[config.mk]
export PLATFORM = sky130hd
export DESIGN_NAME = place_ctrl_flat
export DESIGN_NICKNAME = d
export VERILOG_FILES = /design/src/rtl/place_ctrl_if.sv /design/src/rtl/place_ctrl.sv /design/src/flat_wrapper.sv
export SDC_FILE = /design/constraint.sdc
export NUM_CORES = 1
export LEC_CHECK = 0
export ABC_AREA = 1
export ABC_CLOCK_PERIOD_IN_PS = 6700
export CORE_MARGIN = 2
export CORE_UTILIZATION = 41
export CTS_CLUSTER_DIAMETER = 30
export CTS_CLUSTER_SIZE = 14
export DETAILED_ROUTE_END_ITERATION = 10
export PLACE_DENSITY_LB_ADDON = 0.08
export RECOVER_POWER = 100
export SYNTH_ARGS = -nofsm -noshare
export SYNTH_HDL_FRONTEND = slang
export SYNTH_SLANG_ARGS = --single-unit
[constraint.sdc]
create_clock -name clk -period 6.7 [get_ports clk]
set_clock_uncertainty 0.1 [all_clocks]
set_input_delay 1.005 -clock clk [delete_from_list [all_inputs] [get_ports clk]]
set_output_delay 1.005 -clock clk [all_outputs]
set_load 0.01 [all_outputs]
[src/rtl/place_ctrl_if.sv]
// Placement request/status bundle between the game front end and place_ctrl.
// The master drives requests and display read addresses; the slave returns status and the board cell.
interface place_ctrl_if;
    logic       place;
    logic [3:0] x;
    logic [3:0] y;
    logic [1:0] color;
    logic       switch;
    logic       busy;
    logic       reject;
    logic [1:0] win;
    logic       draw;
    logic [3:0] rd_x;
    logic [3:0] rd_y;
    logic [1:0] rd_cell;

    modport master (
        output place, x, y, color, rd_x, rd_y,
        input  switch, busy, reject, win, draw, rd_cell
    );

    modport slave (
        input  place, x, y, color, rd_x, rd_y,
        output switch, busy, reject, win, draw, rd_cell
    );
endinterface

[src/rtl/place_ctrl.sv]
// Stone placement controller: checks, writes and (with PLACE_CTRL_WIN_DETECT_EN) scans for a win.
// Switch 3 cycles after accept without the scan; requests outside IDLE are dropped, never queued.
module place_ctrl #(
    parameter int BOARD   = 15,
    parameter int WIN_LEN = 5
) (
    input  logic        clk,
    input  logic        resetn,
    place_ctrl_if.slave bus
);
    localparam int         CELLS = BOARD * BOARD;
    localparam int         IW    = $clog2(CELLS);
    localparam logic [3:0] LAST  = 4'(BOARD - 1);
    // A 16x16 board wraps the 8-bit counter to 0 exactly on the last move, so the truncated compare holds
    localparam logic [7:0] FULL  = 8'(CELLS);

`ifdef PLACE_CTRL_WIN_DETECT_EN
    typedef enum logic [2:0] {IDLE, CHECK, SCAN, DONE, OVER} state_t;
`else
    typedef enum logic [2:0] {IDLE, CHECK, DONE, OVER} state_t;
`endif

    state_t     state, state_d;
    logic [1:0] cells [CELLS];
    logic [3:0] lx, ly;
    logic [1:0] lcol;
    logic [7:0] moves;
    logic       switch_q, reject_q, draw_q;
    logic       switch_d, reject_d, draw_d;
    logic [1:0] tgt;
    logic       legal;

    function automatic logic in_range(input logic [3:0] cx, input logic [3:0] cy);
        return (int'(cx) < BOARD) && (int'(cy) < BOARD);
    endfunction

    function automatic logic [IW-1:0] cell_idx(input logic [3:0] cx, input logic [3:0] cy);
        return IW'(int'(cy) * BOARD + int'(cx));
    endfunction

    assign tgt   = in_range(lx, ly) ? cells[cell_idx(lx, ly)] : 2'b00;
    assign legal = in_range(lx, ly) && (tgt == 2'b00);

    assign bus.rd_cell = in_range(bus.rd_x, bus.rd_y) ? cells[cell_idx(bus.rd_x, bus.rd_y)] : 2'b00;
    assign bus.switch  = switch_q;
    assign bus.reject  = reject_q;
    assign bus.draw    = draw_q;
    assign bus.busy    = (state != IDLE) && (state != OVER);

`ifdef PLACE_CTRL_WIN_DETECT_EN
    localparam logic [7:0] STEP_MAX = 8'(WIN_LEN - 1);
    localparam logic [7:0] RUN_WIN  = 8'(WIN_LEN);

    logic [1:0] dir;
    logic       side;
    logic [3:0] cx, cy, nx, ny;
    logic [7:0] steps, run;
    logic [1:0] win_q;
    logic       xn, xp, yn, yp;
    logic       blocked, hit, walk_end, got_win, last_walk;

    // Direction order: horizontal, vertical, diagonal, anti-diagonal; side 0 walks negative first
    always_comb begin
        xn = 1'b0;
        xp = 1'b0;
        yn = 1'b0;
        yp = 1'b0;
        case (dir)
            2'd0:    begin xn = ~side; xp = side; end
            2'd1:    begin yn = ~side; yp = side; end
            2'd2:    begin xn = ~side; xp = side; yn = ~side; yp = side; end
            default: begin xn = ~side; xp = side; yn = side;  yp = ~side; end
        endcase
    end

    assign blocked   = (xn && cx == 4'd0) || (xp && cx == LAST) ||
                       (yn && cy == 4'd0) || (yp && cy == LAST);
    assign nx        = xn ? cx - 4'd1 : (xp ? cx + 4'd1 : cx);
    assign ny        = yn ? cy - 4'd1 : (yp ? cy + 4'd1 : cy);
    assign hit       = !blocked && in_range(nx, ny) && (cells[cell_idx(nx, ny)] == lcol);
    assign got_win   = hit && ((run + 8'd1) >= RUN_WIN);
    assign walk_end  = !hit || (steps == STEP_MAX - 8'd1);
    assign last_walk = side && (dir == 2'd3);
    assign bus.win   = win_q;

    always_ff @(posedge clk or negedge resetn) begin
        if (!resetn) begin
            dir   <= 2'd0;
            side  <= 1'b0;
            cx    <= 4'd0;
            cy    <= 4'd0;
            steps <= 8'd0;
            run   <= 8'd0;
            win_q <= 2'b00;
        end else if (state == CHECK) begin
            dir   <= 2'd0;
            side  <= 1'b0;
            cx    <= lx;
            cy    <= ly;
            steps <= 8'd0;
            run   <= 8'd1;
        end else if (state == SCAN) begin
            if (got_win)
                win_q <= lcol;
            if (walk_end) begin
                cx    <= lx;
                cy    <= ly;
                steps <= 8'd0;
                side  <= ~side;
                if (side) begin
                    dir <= dir + 2'd1;
                    run <= 8'd1;
                end else begin
                    run <= run + {7'd0, hit};
                end
            end else begin
                cx    <= nx;
                cy    <= ny;
                steps <= steps + 8'd1;
                run   <= run + 8'd1;
            end
        end
    end
`else
    assign bus.win = 2'b00;
`endif

    always_comb begin
        state_d  = state;
        switch_d = 1'b0;
        reject_d = 1'b0;
        draw_d   = 1'b0;
        case (state)
            IDLE: begin
                if (bus.place)
                    state_d = CHECK;
            end
            CHECK: begin
                if (!legal) begin
                    reject_d = 1'b1;
                    state_d  = IDLE;
                end else begin
`ifdef PLACE_CTRL_WIN_DETECT_EN
                    state_d = SCAN;
`else
                    state_d = DONE;
`endif
                end
            end
`ifdef PLACE_CTRL_WIN_DETECT_EN
            SCAN: begin
                if (got_win)
                    state_d = OVER;
                else if (walk_end && last_walk)
                    state_d = DONE;
            end
`endif
            DONE: begin
                switch_d = 1'b1;
                if (moves == FULL) begin
                    draw_d  = 1'b1;
                    state_d = OVER;
                end else begin
                    state_d = IDLE;
                end
            end
            OVER:    state_d = OVER;
            default: state_d = IDLE;
        endcase
    end

    always_ff @(posedge clk or negedge resetn) begin
        if (!resetn) begin
            state    <= IDLE;
            switch_q <= 1'b0;
            reject_q <= 1'b0;
            draw_q   <= 1'b0;
        end else begin
            state    <= state_d;
            switch_q <= switch_d;
            reject_q <= reject_d;
            draw_q   <= draw_q | draw_d;
        end
    end

    always_ff @(posedge clk or negedge resetn) begin
        if (!resetn) begin
            lx    <= 4'd0;
            ly    <= 4'd0;
            lcol  <= 2'b00;
            moves <= 8'd0;
            for (int i = 0; i < CELLS; i++)
                cells[IW'(i)] <= 2'b00;
        end else begin
            if (state == IDLE && bus.place) begin
                lx   <= bus.x;
                ly   <= bus.y;
                lcol <= bus.color;
            end
            if (state == CHECK && legal) begin
                cells[cell_idx(lx, ly)] <= lcol;
                moves                   <= moves + 8'd1;
            end
        end
    end
endmodule

[src/flat_wrapper.sv]
// flat-port wrapper written by rule: the top's interface ports become plain ports
module place_ctrl_flat 
#(
    parameter int BOARD   = 15,
    parameter int WIN_LEN = 5
)
  (clk, resetn, bus_place, bus_x, bus_y, bus_color, bus_rd_x, bus_rd_y, bus_switch, bus_busy, bus_reject, bus_win, bus_draw, bus_rd_cell);
  place_ctrl_if bus_i ();
  input  logic clk;
  input  logic resetn;
  input wire logic [$bits(bus_i.place)-1:0] bus_place;
  input wire logic [$bits(bus_i.x)-1:0] bus_x;
  input wire logic [$bits(bus_i.y)-1:0] bus_y;
  input wire logic [$bits(bus_i.color)-1:0] bus_color;
  input wire logic [$bits(bus_i.rd_x)-1:0] bus_rd_x;
  input wire logic [$bits(bus_i.rd_y)-1:0] bus_rd_y;
  output wire logic [$bits(bus_i.switch)-1:0] bus_switch;
  output wire logic [$bits(bus_i.busy)-1:0] bus_busy;
  output wire logic [$bits(bus_i.reject)-1:0] bus_reject;
  output wire logic [$bits(bus_i.win)-1:0] bus_win;
  output wire logic [$bits(bus_i.draw)-1:0] bus_draw;
  output wire logic [$bits(bus_i.rd_cell)-1:0] bus_rd_cell;
  assign bus_i.place = bus_place;
  assign bus_i.x = bus_x;
  assign bus_i.y = bus_y;
  assign bus_i.color = bus_color;
  assign bus_i.rd_x = bus_rd_x;
  assign bus_i.rd_y = bus_rd_y;
  assign bus_switch = bus_i.switch;
  assign bus_busy = bus_i.busy;
  assign bus_reject = bus_i.reject;
  assign bus_win = bus_i.win;
  assign bus_draw = bus_i.draw;
  assign bus_rd_cell = bus_i.rd_cell;
  place_ctrl #(.BOARD(BOARD), .WIN_LEN(WIN_LEN)) u_core (.clk(clk), .resetn(resetn), .bus(bus_i));
endmodule
Word-level counts from Yosys, hierarchy flattened:

Cells that the tools add are included.
W data, S select, Z words.

* output and inout port bits: 8
* latch bits: 0
* memories: 0
* ROM bits: 0
* register bits after elaboration: 474
* bits in writable memories: 0
* word-level logic and storage cells: 285

* shift operators: 0
* reductions and logical operators: 11
* equality and inequality tests: 6
* multiply operators: 2
* divide/modulo/power cells: 0
* multiplexer cells: 20
* bitwise logic cells: 3
* magnitude comparators: 7
* add/subtract/negate cells: 3

Operator list (number)
* $bwmux W450: 1
* $bmux W2 S8: 2
* $ge A9 B9 Y1 const B: 2
* $mux W2: 9
* $not A8 Y9: 2
* $add A8 B5 Y8: 2
* $demux W2 S8: 1
* $lt A4 B4 Y1 const B: 4
* $mul A4 B4 Y8 const B: 2
* $pmux W3 S4: 1
* $lt A9 B1 Y1 const B: 1
* $add A8 B1 Y8 const B: 1
* $eq A8 B8 Y1 const B: 1
* $logic_and A1 B1 Y1: 7
* $eq A3 B2 Y1 const B: 2
* $mux W1: 5
* $eq A3 B1 Y1 const B: 1
* $logic_not A3 Y1: 1
* $mux W3: 1
* $ne A3 B2 Y1 const B: 1
* $reduce_bool A3 Y1: 1
* $logic_not A2 Y1: 1
* $ne A2 B2 Y1 const B: 1
* $reduce_and A2 Y1: 1
* $or A1 B1 Y1: 1

Depth between registers and ports, before layout:

Gate-level depths: netlist (run 1).

* depth in word-level cells: 11
* depth in mapped cells: 26

Least setup slack after synthesis (run 1):

No wires, ideal clock.

* path kind: input -> output
* start point: in bus_rd_y[0]
* end point: out bus_rd_cell[1]
* required time: 5.595 ns
* stages on the path: 16
* arrival: 4.602 ns
* slack: 0.993 ns
* path through: fa_1 inv_1 fa_1 fa_1 inv_1 ha_1 inv_1 o21ai_0 xor2_1 inv_1 clkbuf_1 nor3b_1 o21ai_0 nand2_1 a21oi_1 nor2_1

* word-level cells in the longest chain between the ends: 7
* elaborated cells between the ends (all ways): 9
* classes of those cells: add/sub: 1; mul: 1; order compare: 1; mux: 4; bitwise: 1; reduce/logical: 1

Ends and longest elaborated chain
* from (decl): RTL line flat_wrapper.sv:16 `input wire logic [$bits(bus_i.rd_y)-1:0] bus_rd_y;`
* $mul A4 B4 Y8: RTL line place_ctrl.sv:38 `return IW'(int'(cy) * BOARD + int'(cx));`
* $add A8 B5 Y8: RTL line place_ctrl.sv:38
* $not A8 Y9 (implied by the code): RTL line place_ctrl.sv:44 `assign bus.rd_cell = in_range(bus.rd_x, bus.rd_y) ? cells[cell_idx(bus.rd_x, bus.rd_y)] : 2'b00;`
* $bmux W2 S8: RTL line place_ctrl.sv:44
* $mux W2 (implied by the code) (2 in a row): RTL line place_ctrl.sv:44
* $mux W2 (*): RTL line place_ctrl.sv:44
* to (decl): RTL line flat_wrapper.sv:22 `output wire logic [$bits(bus_i.rd_cell)-1:0] bus_rd_cell;`

Mark *: on every way between the ends. The rest lies on a longest branch, timed or not. The select of a mux whose other input is x is not followed.

Worst setup path in the final report (run 1):

Ends and elaborated chain as after synthesis.

==> results.sh, run 1 <==
export IMPL_crit_chain="clkdlybuf4s50_1, fa_1, inv_1, fa_1, fa_1, inv_1, ha_1, inv_1, o21ai_0, nand2_1, nand2_1, nand2_1, buf_4, nand2_1, a21oi_1, xor2_1, buf_4, nand3_1, nand2_1, nor2_2, buf_4, dlygate4sd2_1"
export IMPL_wl_per_cell_um=23.2
export IMPL_required_ns=5.59
export IMPL_final_area_sq_mm=0.0344
export IMPL_worst_path_max_fanout=3
export IMPL_tritoncts="done"
export IMPL_grt_busiest_layer="met2"
export IMPL_end_kind="output port"
export IMPL_worst_slack_ns=0.211
export IMPL_nNetsFinal=3940
export IMPL_grt_pass1_vias=26400
export IMPL_h_tree_depth=4
export IMPL_start_util=0.413
export IMPL_arrival_ns=5.38
export IMPL_slew_headroom=-2.35
export IMPL_rsz0062_at_grt="false"
export IMPL_fin_crit_sh=0.968
export IMPL_grt_antenna_before_repair=0
export IMPL_tns_ns=0
export IMPL_die_h_um=269
export IMPL_r2r_worst_path_cells=23
export IMPL_grt_use_total=0.311
export IMPL_cts_hold_fix_buffers=0
export IMPL_numCtsBuffers=132
export IMPL_firstDrtPassIters=6
export IMPL_dr_total_vias=27800
export IMPL_syn_cell_area_sq_mm=0.0289
export IMPL_startpoint="bus_rd_y[0]"
export IMPL_ios=29
export IMPL_io_buffers=26
export IMPL_min_path_cells=2
export IMPL_ys_warn_count=0
export IMPL_dpl_cell_area_sq_mm=0.0301
export IMPL_grt_use_met2=0.450
export IMPL_violations="capacitance limit, slew limit"
export IMPL_dp_slack_ns=-0.230
export IMPL_grt_pass1_wl_mm=171
export IMPL_final_min_clock_period_ns=6.49
export IMPL_async_flop_share=0.590
export IMPL_clk_pin_slew_ns=0.04
export IMPL_via_per_inst=5.66
export IMPL_die_area_sq_mm=0.0725
export IMPL_rows=97
export IMPL_avgSynthCellArea_sq_um=7.41
export IMPL_synth_seq_area_share=0.444
export IMPL_synth_cell_type_count=48
export IMPL_grt_use_met1=0.439
export IMPL_synth_edff_count=194
export IMPL_diodes=0
export IMPL_hp_class="reg -> reg"
export IMPL_cts_sinks=473
export IMPL_rr_endpoint="u_core.cells[322]"
export IMPL_maxSlewViolCount=454
export IMPL_grt_overflow=0
export IMPL_hold_viol_final=0
export IMPL_cp_start_kind="primary input"
export IMPL_drc_errors=0
export IMPL_antenna_left=0
export IMPL_core_area_sq_mm=0.0699
export IMPL_holdPathEnd="u_core.cells[203]"
export IMPL_postSynthCellCount=3895
export IMPL_clockRootBuffer="clkbuf_16"
export IMPL_worstMarginPinSlew_ns=5.03
export IMPL_worstHoldStart="u_core.cells[203]"
export IMPL_grt_start_max_net_pins=195
export IMPL_setup_violations=0
export IMPL_max_freq_mhz=154
export IMPL_reg2reg_slack_ns=0.40
export IMPL_clk_latency_ns=0.71
export IMPL_worstSetupPathType="in -> out"
export IMPL_cpMostUsedCell="nand2_1"
export IMPL_drive_gt1_frac=0.0929
export IMPL_wirelength_mm=114
export IMPL_gp_congestion=0.920
export IMPL_grt_util_met3=0.0687
export IMPL_r2r_start="u_core.ly[2]"
export IMPL_dp_hpwl_mm=70.1
export IMPL_maxCapViolCount=4
export IMPL_synth_seq_cells=473
export IMPL_die_w_um=269
export IMPL_slowest_delay_ns=0.56
export IMPL_final_core_util=0.493
export IMPL_cp_slowest_cell="fa_1"
export IMPL_synth_flop_cell="dfrtp_1"
export IMPL_cts_buffer_depth=3
export IMPL_drtIter0Drc=3156
export IMPL_outcome="complete, but fails checks"
export IMPL_areaGrowthSynthToFinish_pct=19.4
## layout by cell type, fill, tap and decap left out, types with 8 or more instances in the layout
master	n
inv_1	377
dfrtp_1	279
o221ai_1	14
fa_1	13
o21ai_1	33
xor2_1	9
clkinvlp_4	8
a22oi_1	10
clkinv_2	28
o21ai_0	298
a21oi_1	212
clkbuf_8	10
clkdlybuf4s50_1	19
nor3_1	101
bufinv_16	16
clkinv_1	11
nand3_1	182
buf_12	22
buf_4	80
nand4_1	261
clkbuf_1	23
edfxtp_1	194
clkbuf_16	135
nor2_1	345
inv_2	10
ha_1	36
o211ai_1	18
nand2_1	1138
## kinds of logic after synthesis
group	synth area share
fa+ha+maj	0.0275
xor+xnor	0.00481
other cells	0.000130
buf+inv	0.102
mux	0.00273
flops	0.444
simple gates	0.310
compound gates	0.110
## routing by layer
layer,wire [um],up-vias
li1,-,12900
met1,49800,13400
met2,48600,1295
met3,10000,291
met4,5320,0
met5,0,-
## registers in the layout, summed over array words and instances, names as in the netlist
signal / flops
u_core.lcol: 2
u_core.moves: 8
u_core.state: 2
u_core.cells: 450
u_core.bus.draw: 1
u_core.bus.reject: 1
u_core.bus.switch: 1
u_core.ly: 4
u_core.lx: 4
## how the worst max path moves through the flow
stage	to	slack (ns)	depth (start not counted)
global placement	bus_rd_cell[1]	-0.26	19
floorplan	bus_rd_cell[1]	0.99	16
global route	u_core.cells[322]	0.04	23
finish	bus_rd_cell[1]	0.21	22
CTS	bus_rd_cell[1]	0.22	22
detailed placement	bus_rd_cell[1]	-0.23	19
## area by class of cell
cell class                 instances  area (sq um)
clock inverter                    75           947
sequential                       473         12800
fill                            6933         35500
inverter                         392          1480
clock buffer                     167          3600
tap                              940          1180
multi-input combinational       2728         13100
timing repair buffer             137          1360
## worst max-delay path, delay by kind of cell
family,cells,cell delay (ns)
adders and majority gates,4,1.88
xor gates and xnor gates,1,0.36
and+or+nand+nor,7,0.54
AOI/OAI and AO/OA,2,0.21
buffers and inverters,8,1.36
## metrics by stage
| stage | std cells | hold slack, ns |
|---|---|---|
| after detailed placement | 4669 | 0.350 |
| after CTS | 4912 | 0.124 |
| after global routing | 4912 | 0.376 |
| after global placement | 4669 | 0.345 |
| after floorplan | 3896 | 0.330 |
| final | 4912 | 0.359 |
## cells in the mapped netlist, drive strengths merged (4+ instances only)
| master | count | area (sq um) |
|---|---|---|
| xor2 | 9 | 78.8 |
| xnor2 | 6 | 60.1 |
| o221ai | 14 | 123 |
| clkbuf | 147 | 552 |
| o211ai | 18 | 135 |
| ha | 41 | 513 |
| a22oi | 10 | 75.1 |
| buf | 156 | 911 |
| or2 | 4 | 25.0 |
| a21oi | 213 | 1070 |
| inv | 390 | 1460 |
| mux2 | 7 | 78.8 |
| nor3 | 101 | 656 |
| o21ai | 331 | 1660 |
| dfrtp | 279 | 6980 |
| edfxtp | 194 | 5830 |
| nand2 | 1142 | 4290 |
| nand4 | 261 | 1640 |
| nand3 | 182 | 911 |
| nor2 | 357 | 1390 |
| fa | 14 | 280 |
## what timing repair did
action	in CTS	in global routing
endpoints found under the setup margin	2	0
resized for setup	12	0
buffers inserted	1	0
Power of run 1 is left out: the tool's default activity adds up to more than one toggle a clock period on the data nets, which glitch-free logic cannot reach.
==> inputs of run 2 (changes only) <==
- CAP_MARGIN: default -> 20
==> results of run 2 <==
Final layout, timing and power as in run 1 (identical DEF).
Power of run 2 is left out for the same reason.
